## src/rtl/rf_wb_arbiter.sv

```systemverilog
// Register-file writeback arbiter: round-robin between ALU and load unit,
// registered write port, and a pending-destination scoreboard.
module rf_wb_arbiter #(
  parameter int WIDTH = 32,
  parameter int DEPTH = 32,
  parameter int AW    = 5
) (
  input  logic             clk,
  input  logic             rst,
  input  logic             req0_valid,
  input  logic [AW-1:0]    req0_addr,
  input  logic [WIDTH-1:0] req0_data,
  output logic             req0_ready,
  input  logic             req1_valid,
  input  logic [AW-1:0]    req1_addr,
  input  logic [WIDTH-1:0] req1_data,
  output logic             req1_ready,
  output logic             wr_en,
  output logic [AW-1:0]    wr_addr,
  output logic [WIDTH-1:0] wr_data,
  output logic             grant_id,
  input  logic             issue_valid,
  input  logic [AW-1:0]    issue_addr,
  input  logic [AW-1:0]    chk_addr_a,
  input  logic [AW-1:0]    chk_addr_b,
  output logic             chk_busy_a,
  output logic             chk_busy_b
);

  logic             r_last_grant;
  logic             r_wr_en;
  logic [AW-1:0]    r_wr_addr;
  logic [WIDTH-1:0] r_wr_data;
  logic             r_grant_id;
  logic [DEPTH-1:0] r_sb;

  logic             w_pick0;
  logic             w_pick1;
  logic             w_xfer;
  logic             w_write;
  logic [AW-1:0]    w_addr;
  logic [WIDTH-1:0] w_data;
  logic [DEPTH-1:0] w_sb_set;
  logic [DEPTH-1:0] w_sb_clr;
  logic [DEPTH-1:0] w_sb_nxt;
  logic [DEPTH-1:0] w_oh_a;
  logic [DEPTH-1:0] w_oh_b;

  // r_last_grant=1 means req1 won last, so req0 wins the next contention
  always_comb begin
    w_pick0 = !rst && req0_valid && (!req1_valid || r_last_grant);
    w_pick1 = !rst && req1_valid && (!req0_valid || !r_last_grant);
    w_xfer  = w_pick0 || w_pick1;
    w_addr  = w_pick1 ? req1_addr : req0_addr;
    w_data  = w_pick1 ? req1_data : req0_data;
    w_write = w_xfer && (w_addr != '0);
  end

  assign req0_ready = w_pick0;
  assign req1_ready = w_pick1;

  always_comb begin
    w_sb_set = '0;
    w_sb_clr = '0;
    w_oh_a   = '0;
    w_oh_b   = '0;
    for (int i = 0; i < DEPTH; i++) begin
      w_sb_set[i] = issue_valid && (issue_addr == AW'(i));
      w_sb_clr[i] = r_wr_en && (r_wr_addr == AW'(i));
      w_oh_a[i]   = (chk_addr_a == AW'(i));
      w_oh_b[i]   = (chk_addr_b == AW'(i));
    end
    // set after clear: a new issue beats a same-cycle writeback
    w_sb_nxt    = (r_sb & ~w_sb_clr) | w_sb_set;
    w_sb_nxt[0] = 1'b0;
  end

  always_ff @(posedge clk or posedge rst) begin
    if (rst) begin
      r_last_grant <= 1'b1;
      r_wr_en      <= 1'b0;
      r_wr_addr    <= '0;
      r_wr_data    <= '0;
      r_grant_id   <= 1'b0;
      r_sb         <= '0;
    end else begin
      if (w_xfer) begin
        r_last_grant <= w_pick1;
      end
      r_wr_en <= w_write;
      if (w_write) begin
        r_wr_addr  <= w_addr;
        r_wr_data  <= w_data;
        r_grant_id <= w_pick1;
      end
      r_sb <= w_sb_nxt;
    end
  end

  assign wr_en      = r_wr_en;
  assign wr_addr    = r_wr_addr;
  assign wr_data    = r_wr_data;
  assign grant_id   = r_grant_id;
  assign chk_busy_a = |(r_sb & w_oh_a);
  assign chk_busy_b = |(r_sb & w_oh_b);

endmodule

```

## config.mk

```make
export PLATFORM = sky130hd
export DESIGN_NAME = rf_wb_arbiter
export DESIGN_NICKNAME = d
export VERILOG_FILES = /design/src/rtl/rf_wb_arbiter.sv
export SDC_FILE = /design/constraint.sdc
export NUM_CORES = 1
export LEC_CHECK = 0
export ABC_AREA = 1
export CAP_MARGIN = 20
export CORE_MARGIN = 3
export CORE_UTILIZATION = 52
export CTS_BUF_LIST = sky130_fd_sc_hd__clkbuf_2
export DETAILED_ROUTE_END_ITERATION = 8
export PLACE_DENSITY = 0.95
export RECOVER_POWER = 100
export SLEW_MARGIN = 40
export SYNTH_ARGS = -nofsm -noshare
export SYNTH_HDL_FRONTEND = slang
export SYNTH_SLANG_ARGS = --single-unit
```

## constraint.sdc

```tcl
create_clock -name clk -period 3.1 [get_ports clk]
set_input_delay 0.31 -clock clk [delete_from_list [all_inputs] [get_ports clk]]
set_output_delay 0.31 -clock clk [all_outputs]
set_load 0.02 [all_outputs]
```

==> impl_metrics.yaml, run 1 <==
power_and_ir_drop:
  fin_total_pwr_mw: 3.24
  comb_power_share: 0.351
  vdd_drop_max_uv: 244
  p_sw_frac: 0.406
  power.leakage_nw: 2.93
  internal-power_mw: 1.93
  pwr_density_cell_nw_per_um2: 565
  clockPowerShare: 0.183
  seq_power_share: 0.465
  power_switching_mw: 1.31
drt:
  vias_per_cell: 5.40
  routed_wl_um: 13800
  drt_iter0_drc: 447
  drtPass1Iterations: 7
  wl_per_cell_um: 15.5
  drc: 0
  ant_nets: 0
  via_count: 4812
layout:
  layout-drive-gt1-share: 0.0279
  syn2layout_area_growth_pct: 36.4
  num-nets-final: 878
  final_cells: 891
  multi_input_area_sq_um: 2120
  num_antenna_cells: 0
  n_fill_cell: 601
  register_area_sq_um: 1780
  design_area_sq_um: 5740
  utilization: 0.735
worst_hold_path:
  hp-class: "primary input to flip-flop"
  hold_start: "req1_data[11]"
  hold_path_depth: 5
  min_to: "wr_data[11]"
logic_synthesis:
  ys_warn_count: 0
  netlist.area_leader.share: 0.416
  synth_seq_cells: 71
  synth_area_per_cell_sq_um: 6.43
  synth_nets: 748
  synth_top_cell_by_area: "dfrtp_1"
  syn-instance-count: 654
  synth_most_common_cell: "nand2_1"
  ys_seq_area_frac: 0.423
  async_reset_ff_frac: 1.00
  synth_edf_count: 0
  synth-main-ff-cell: "dfrtp_1"
  synth_area_sq_um: 4210
  synth_cell_types: 22
  synth_common_cells: "303 x nand2_1, 70 x dfrtp_1, 68 x nand3_1"
  ys_top_cells_by_area: "dfrtp_1 42%, nand2_1 27%, nand3_1 8.1%"
worst_setup_path:
  crit_family: "buffers and inverters"
  critPathBufInv: 3
  cpMostUsedCell: "nor2_1"
  crit_arrival_ps: 2590
  max_stage_delay_ps: 680
  worstSetupPathType: "primary input to output port"
  cp_cell_sequence: "clkdlybuf4s50_1, inv_1, nor2_1, nand2_1, o21ai_0, nor2_1, nand2_1, nor2_1, nor2_1, dlygate4sd3_1"
  reg2reg_depth: 9
  crit_path_start_kind: "primary input"
  cp.required_ps: 2790
  rr_endpoint: "wr_data[2]"
  slowest_stage: "dlygate4sd3_1"
  critPathCaptureType: "output port"
  worstReg2RegStart: "r_last_grant"
  path_max_fanout: 7
  rrSetupSlack_ps: 450
cts:
  insertion_delay_ps: 520
  cts_root_buf: "clkbuf_2"
  cts-buffers-inserted: 9
  cts_resized: 0
  postCtsSetupBuffers: 0
  path_clk_slew_ps: 210
  htree_levels: 3
  clock_path_buffers: 2
  cts_tree: "yes"
  cts.sinks: 71
  ctsHoldBuffers: 0
floorplanning:
  io_pins: 137
  fp.coreArea_sq_um: 7810
  rows: 32
  die_w_um: 96.0
  dieArea_sq_um: 9210
  die_height_um: 96.0
  start_util: 0.539
status:
  violations: "capacitance limit, slew limit"
  status: "finished, violations left"
placement:
  gp_congestion: 0.981
  dp_hpwl_um: 10700
  placed_area_sq_um: 5620
  dp.cells: 875
  port_buffers: 136
sta:
  fin_crit_ps: 2900
  hold_viol: 0
  tightest_slew_ps: 1690
  max-slew-margin-rel: -0.127
  fin_worst_skew_ps: 18.4
  rsz0062_at_grt: "no"
  max_freq_mhz: 345
  finalSetupViolCount: 0
  setup-tns-final_ps: 0
  finalCritPeriodShare: 0.934
  drv_slew: 72
global_route:
  antenna_found_initial: 0
  grt_pass1_wl_um: 21900
  track_usage: 0.315
  grt_max_degree: 72
  overflow: 0
  grt_pass1_vias: 4629
job:
  drv_cap: 1
-- flip-flops by register name, indices dropped and copies added (netlist names) --
name,cells
grant_id,1
r_last_grant,1
r_sb,31
wr_addr,5
wr_data,32
wr_en,1
-- metal layers --
layer,GRT usage,vias up,wire length [um]
met1,0.371,2172,5250
met3,0.0711,49,1050
li1,-,2316,-
met4,0.141,0,661
met2,0.547,275,6870
met5,0,-,0
-- per-stage QoR --
stage	worst slack (ps)	hold slack (ps)
floorplan	592	469
global placement	321	455
detailed placement	327	460
CTS	323	386
global route	68.8	390
finish	205	407
-- worst max path at each step --
stage	depth (start not counted)	slack, ps	startpoint	to
finish	10	200	chk_addr_b[0]	chk_busy_b
global route	10	70	chk_addr_b[0]	chk_busy_b
CTS	10	320	chk_addr_b[0]	chk_busy_b
detailed placement	10	330	chk_addr_b[0]	chk_busy_b
global placement	10	320	chk_addr_b[0]	chk_busy_b
floorplan	9	590	rst	wr_addr[0]
-- power groups by stage --
stage	clock network, mW	registers, mW	logic (mW)
after global placement	0	1.52	1.14
after floorplan	0	1.53	0.502
after detailed placement	0	1.52	1.17
final	0.594	1.51	1.14
after global routing	0.642	1.53	1.25
after CTS	0.596	1.50	1.18
-- cell type report --
cell class / count / area share
clock buffers: 9 / 0.00785
clock inverters: 7 / 0.0153
inverters: 52 / 0.0340
multi-input cells: 510 / 0.370
flip-flops and latches: 71 / 0.310
well taps: 102 / 0.0222
repair buffers: 140 / 0.241
-- cells by family (layout without fill, tap and decap cells) --
group / Yosys count / after routing / share of synthesized area
AO/OA/AOI/OAI: 69 / 69 / 0.0841
buffers and inverters: 73 / 208 / 0.0720
AND/OR/NAND/NOR: 441 / 441 / 0.421
flip-flops: 71 / 71 / 0.423
-- cell usage in the layout, fill, tap and decap left out, types with 2 or more instances in the layout --
cell	instances
nand3_1	68
buf_4	2
clkinv_1	2
dfrtp_1	70
dlygate4sd3_1	44
clkinvlp_4	2
nand2_1	305
o21ai_0	65
nand3b_1	2
inv_2	2
nor2_1	62
clkbuf_2	10
bufinv_16	2
inv_1	50
clkdlybuf4s50_1	92
-- worst min-delay path: stages --
cell	delay, ps
clkdlybuf4s50_1	400
nand2_1	60
nand2_1	40
nand3_1	70
nand2_1	50
No activity file was read; power rests on OpenSTA's default activity.
==> inputs of run 2 (changes only) <==
- CORE_MARGIN: 3 -> 4
==> run 2 against run 1 <==
Against the previous run:
- the flow still finishes with violations (capacitance limit, slew limit)
- non-clock buffer count is the same
- final area shrank 0.81%
- highest routed layer unchanged
- combinational power about the same
- wire length increased by 1.5%
- first-iteration DRC count down 29%
==> impl_metrics.yaml, run 2 (same netlist as run 1, synthesis figures left out) <==
status:
  status: "finished, violations left"
  violations: "capacitance limit, slew limit"
drt:
  dr.max_layer_used: "met4"
  via_count: 4791
  drc: 0
  vias_per_cell: 5.38
  routed_wl_um: 14000
  wl_met2_um: 6890
  ant_nets: 0
  wl_per_cell_um: 15.8
  drtPass1Iterations: 6
  met1_length_um: 5140
  wl_met3_um: 1090
  drt_iter0_drc: 318
power_and_ir_drop:
  comb_power_share: 0.372
  vdd_drop_max_uv: 246
  pwr_density_cell_nw_per_um2: 538
  power.leakage_nw: 2.92
  power_switching_mw: 1.29
  internal-power_mw: 1.78
  seq_power_share: 0.488
  clockPowerShare: 0.141
  p_sw_frac: 0.420
cts:
  cts-buffers-inserted: 9
  htree_levels: 3
  postCtsSetupBuffers: 0
  clock_path_buffers: 2
  ctsHoldBuffers: 0
  cts_resized: 0
  cts.sinks: 71
  cts_tree: "yes"
  path_clk_slew_ps: 180
  insertion_delay_ps: 520
  cts_root_buf: "clkbuf_2"
layout:
  largest_register_ff_count: 32
  num_antenna_cells: 0
  register_area_sq_um: 1780
  num-nets-final: 878
  syn2layout_area_growth_pct: 35.3
  multi_input_area_sq_um: 2120
  layout-drive-gt1-share: 0.0330
  n_fill_cell: 607
  mostFrequentLayoutCell: "nand2_1"
  final_cell_mix: "304 x nand2_1, 92 x clkdlybuf4s50_1, 70 x dfrtp_1"
  design_area_sq_um: 5690
global_route:
  track_usage: 0.300
  overflow: 0
  grt_max_degree: 72
  grt_pass1_wl_um: 23100
  antenna_found_initial: 0
  grt_pass1_vias: 4888
sta:
  max_freq_mhz: 358
  max-slew-margin-rel: -0.128
  fin_worst_skew_ps: 18.0
  finalCritPeriodShare: 0.900
  setup-tns-final_ps: 0
  fin_ws_ps: 310
  hold_viol: 0
  fin_crit_ps: 2790
  drv_slew: 72
  tightest_slew_ps: 1690
  finalSetupViolCount: 0
  rsz0062_at_grt: "no"
floorplanning:
  io_pins: 137
  die_w_um: 98.0
  fp.coreArea_sq_um: 7810
  dieArea_sq_um: 9600
  rows: 32
  start_util: 0.539
  die_height_um: 98.0
job:
  drv_cap: 1
placement:
  dp_hpwl_um: 11000
  dp_slack_ps: 371
  gp_congestion: 1.00
  placed_area_sq_um: 5620
  port_buffers: 136
worst_setup_path:
  critPathCaptureType: "output port"
  crit_path_start_kind: "flip-flop"
  worstSetupPathType: "flip-flop to output port"
  path_max_fanout: 36
  cp.required_ps: 2790
  crit_arrival_ps: 2480
worst_hold_path:
  hp-class: "primary input to flip-flop"
[run 2: cell type report]
cell class              count  share of cell area
clock buffers              12              0.0105
clock inverters             4             0.00396
inverters                  52              0.0343
multi-input cells         510               0.373
flip-flops and latches     71               0.312
well taps                 102              0.0224
repair buffers            140               0.243
[run 2: path summary, 6_finish.rpt]
path / start / to / slack [ps] / cells past startpoint
setup / recovery: r_last_grant / req1_ready / 310 / 4
min in group asynchronous: rst / wr_data[24] / 960 / 3
hold reg to reg: wr_data[0] / wr_data[0] / 490 / 2
hold / removal: req1_data[21] / wr_data[21] / 410 / 5
max in group asynchronous: rst / r_sb[8] / 1140 / 3
setup reg to reg: r_last_grant / wr_addr[3] / 330 / 10
[run 2: layer usage]
metal,GRT usage,up-vias
met2,0.517,278
met3,0.0764,75
li1,-,2317
met5,0,-
met4,0.177,0
met1,0.334,2121
[run 2: critical path, cell delays in order (launching register included)]
cell	delay, ps
dfstp_1	430
nand2_2	140
nand3_4	160
inv_2	470
dlygate4sd3_1	760
[run 2: power groups by stage]
stage	registers, mW	logic, mW	clock network (mW)
finish	1.50	1.14	0.431
global route	1.52	1.26	0.478
CTS	1.49	1.18	0.429
detailed placement	1.51	1.17	0
global placement	1.51	1.14	0
floorplan	1.53	0.502	0
[run 2: stage by stage]
stage,hold slack (ps),utilization,power (mW),cells
after floorplan,469,-,2.03,654
after global placement,455,0.720,2.65,875
after detailed placement,463,0.720,2.69,875
after CTS,415,0.730,3.10,891
after global routing,414,0.729,3.26,891
final,414,0.729,3.07,891
==> inputs of run 3 (changes only) <==
- HOLD_SLACK_MARGIN: default -> 0.03
- RECOVER_POWER: 100 -> 50
==> run 3 against run 2 <==
Against the previous run:
- die area unchanged
- largest cell class unchanged
- the run still ends with capacitance limit, slew limit left
- clock skew up 3.1 ps
- non-clock buffer count unchanged
- via count down 0.13%
- maximum frequency up 2.1%
- critical path depth stayed put
- register-to-register slack improved by 240 ps
- sequential share of layout area is essentially flat
- critical endpoint unchanged
- clock-buffer cell count stayed put
- global-route usage unchanged
==> impl_metrics.yaml, run 3 (same netlist as run 1, synthesis figures left out) <==
power_and_ir_drop:
  power.leakage_nw: 2.87
  vdd_drop_max_uv: 264
  pwr_density_cell_nw_per_um2: 547
worst_setup_path:
  worstSetupPathType: "flip-flop to output port"
  cp.required_ps: 2790
  crit_arrival_ps: 2420
  rr_endpoint: "wr_addr[2]"
  rrSetupSlack_ps: 570
  path_max_fanout: 36
  worstReg2RegStart: "r_last_grant"
  reg2reg_depth: 10
  crit_path_start_kind: "flip-flop"
  critPathCaptureType: "output port"
drt:
  vias_per_cell: 5.37
  routed_wl_um: 14000
  ant_nets: 0
  wl_per_cell_um: 15.8
  via_count: 4785
  drtPass1Iterations: 6
  drc: 0
  drt_iter0_drc: 309
floorplanning:
  rows: 32
  io_pins: 137
  die_height_um: 98.0
  start_util: 0.539
  die_w_um: 98.0
  fp.coreArea_sq_um: 7810
  dieArea_sq_um: 9600
job:
  drv_cap: 1
sta:
  rsz0062_at_grt: "no"
  tightest_slew_ps: 1710
  hold_viol: 0
  finalCritPeriodShare: 0.882
  max_freq_mhz: 366
  fin_worst_skew_ps: 21.1
  fin_crit_ps: 2730
  drv_slew: 72
  setup-tns-final_ps: 0
  finalSetupViolCount: 0
  max-slew-margin-rel: -0.139
worst_hold_path:
  hold_path_depth: 5
  min_to: "wr_data[28]"
  hold_start: "req0_data[28]"
  hp-class: "primary input to flip-flop"
layout:
  layout-drive-gt1-share: 0.0342
  mostFrequentLayoutCell: "nand2_1"
  num_antenna_cells: 0
  num-nets-final: 878
  largest_register_ff_count: 32
  design_area_sq_um: 5700
  n_fill_cell: 605
  syn2layout_area_growth_pct: 35.4
  final_cell_mix: "303 x nand2_1, 135 x clkdlybuf4s50_1, 70 x dfrtp_1"
  final_cells: 891
cts:
  cts_resized: 0
  cts_tree: "yes"
  path_clk_slew_ps: 190
  insertion_delay_ps: 500
  cts-buffers-inserted: 9
  ctsHoldBuffers: 0
  htree_levels: 3
  clock_path_buffers: 2
  cts.sinks: 71
  cts_root_buf: "clkbuf_2"
  postCtsSetupBuffers: 0
global_route:
  grt_max_degree: 72
  grt_pass1_vias: 4888
  antenna_found_initial: 0
  grt_pass1_wl_um: 23100
  track_usage: 0.300
  overflow: 0
placement:
  dp.cells: 875
  port_buffers: 136
  gp_congestion: 1.00
  placed_area_sq_um: 5620
  dp_hpwl_um: 11000
status:
  status: "finished, violations left"
  violations: "capacitance limit, slew limit"
run 3: layout make-up:
class / count / area (sq um) / share of cell area
clock inverters: 4 / 22.5 / 0.00395
flip-flops and latches: 71 / 1780 / 0.312
multi-input cells: 510 / 2130 / 0.373
well taps: 102 / 128 / 0.0224
repair buffers: 140 / 1390 / 0.244
inverters: 52 / 195 / 0.0342
clock buffers: 12 / 60.1 / 0.0105
run 3: worst max path at each step:
stage	from	slack [ps]	end	cells past startpoint
6_report	r_last_grant	370	req1_ready	4
3_3_place_gp	chk_addr_b[0]	390	chk_busy_b	10
2_1_floorplan	rst	590	wr_addr[0]	9
3_5_place_dp	chk_addr_b[0]	370	chk_busy_b	10
4_1_cts	chk_addr_b[0]	350	chk_busy_b	10
5_1_grt	chk_addr_b[0]	160	chk_busy_b	10
run 3: power by group:
group	internal [mW]	switching [mW]
Sequential	1.21	0.290
Combinational	0.504	0.683
Clock	0.112	0.317
Total	1.83	1.29
run 3: through the flow:
step                       util  total power [mW]  worst slack [ps]  hold WS (ps)
after floorplan               -              2.03               592           469
after global placement    0.720              2.65               391           455
after detailed placement  0.720              2.69               371           463
after CTS                 0.730              3.10               354           415
after global routing      0.730              3.31               157           414
final                     0.730              3.12               366           437
run 3: routing by layer:
layer / part of all wire / vias up / track usage / wire, um
met1: 0.37 / 2134 / 0.334 / 5240
met4: 0.061 / 0 / 0.177 / 858
li1: - / 2316 / - / -
met2: 0.49 / 269 / 0.517 / 6860
met3: 0.077 / 66 / 0.0764 / 1080
met5: 0 / - / 0 / 0
run 3: critical path: stages (launching register included):
cell             delay, ps
dfstp_1                430
nand2_2                140
nand3_4                160
inv_2                  460
clkdlybuf4s50_1        720
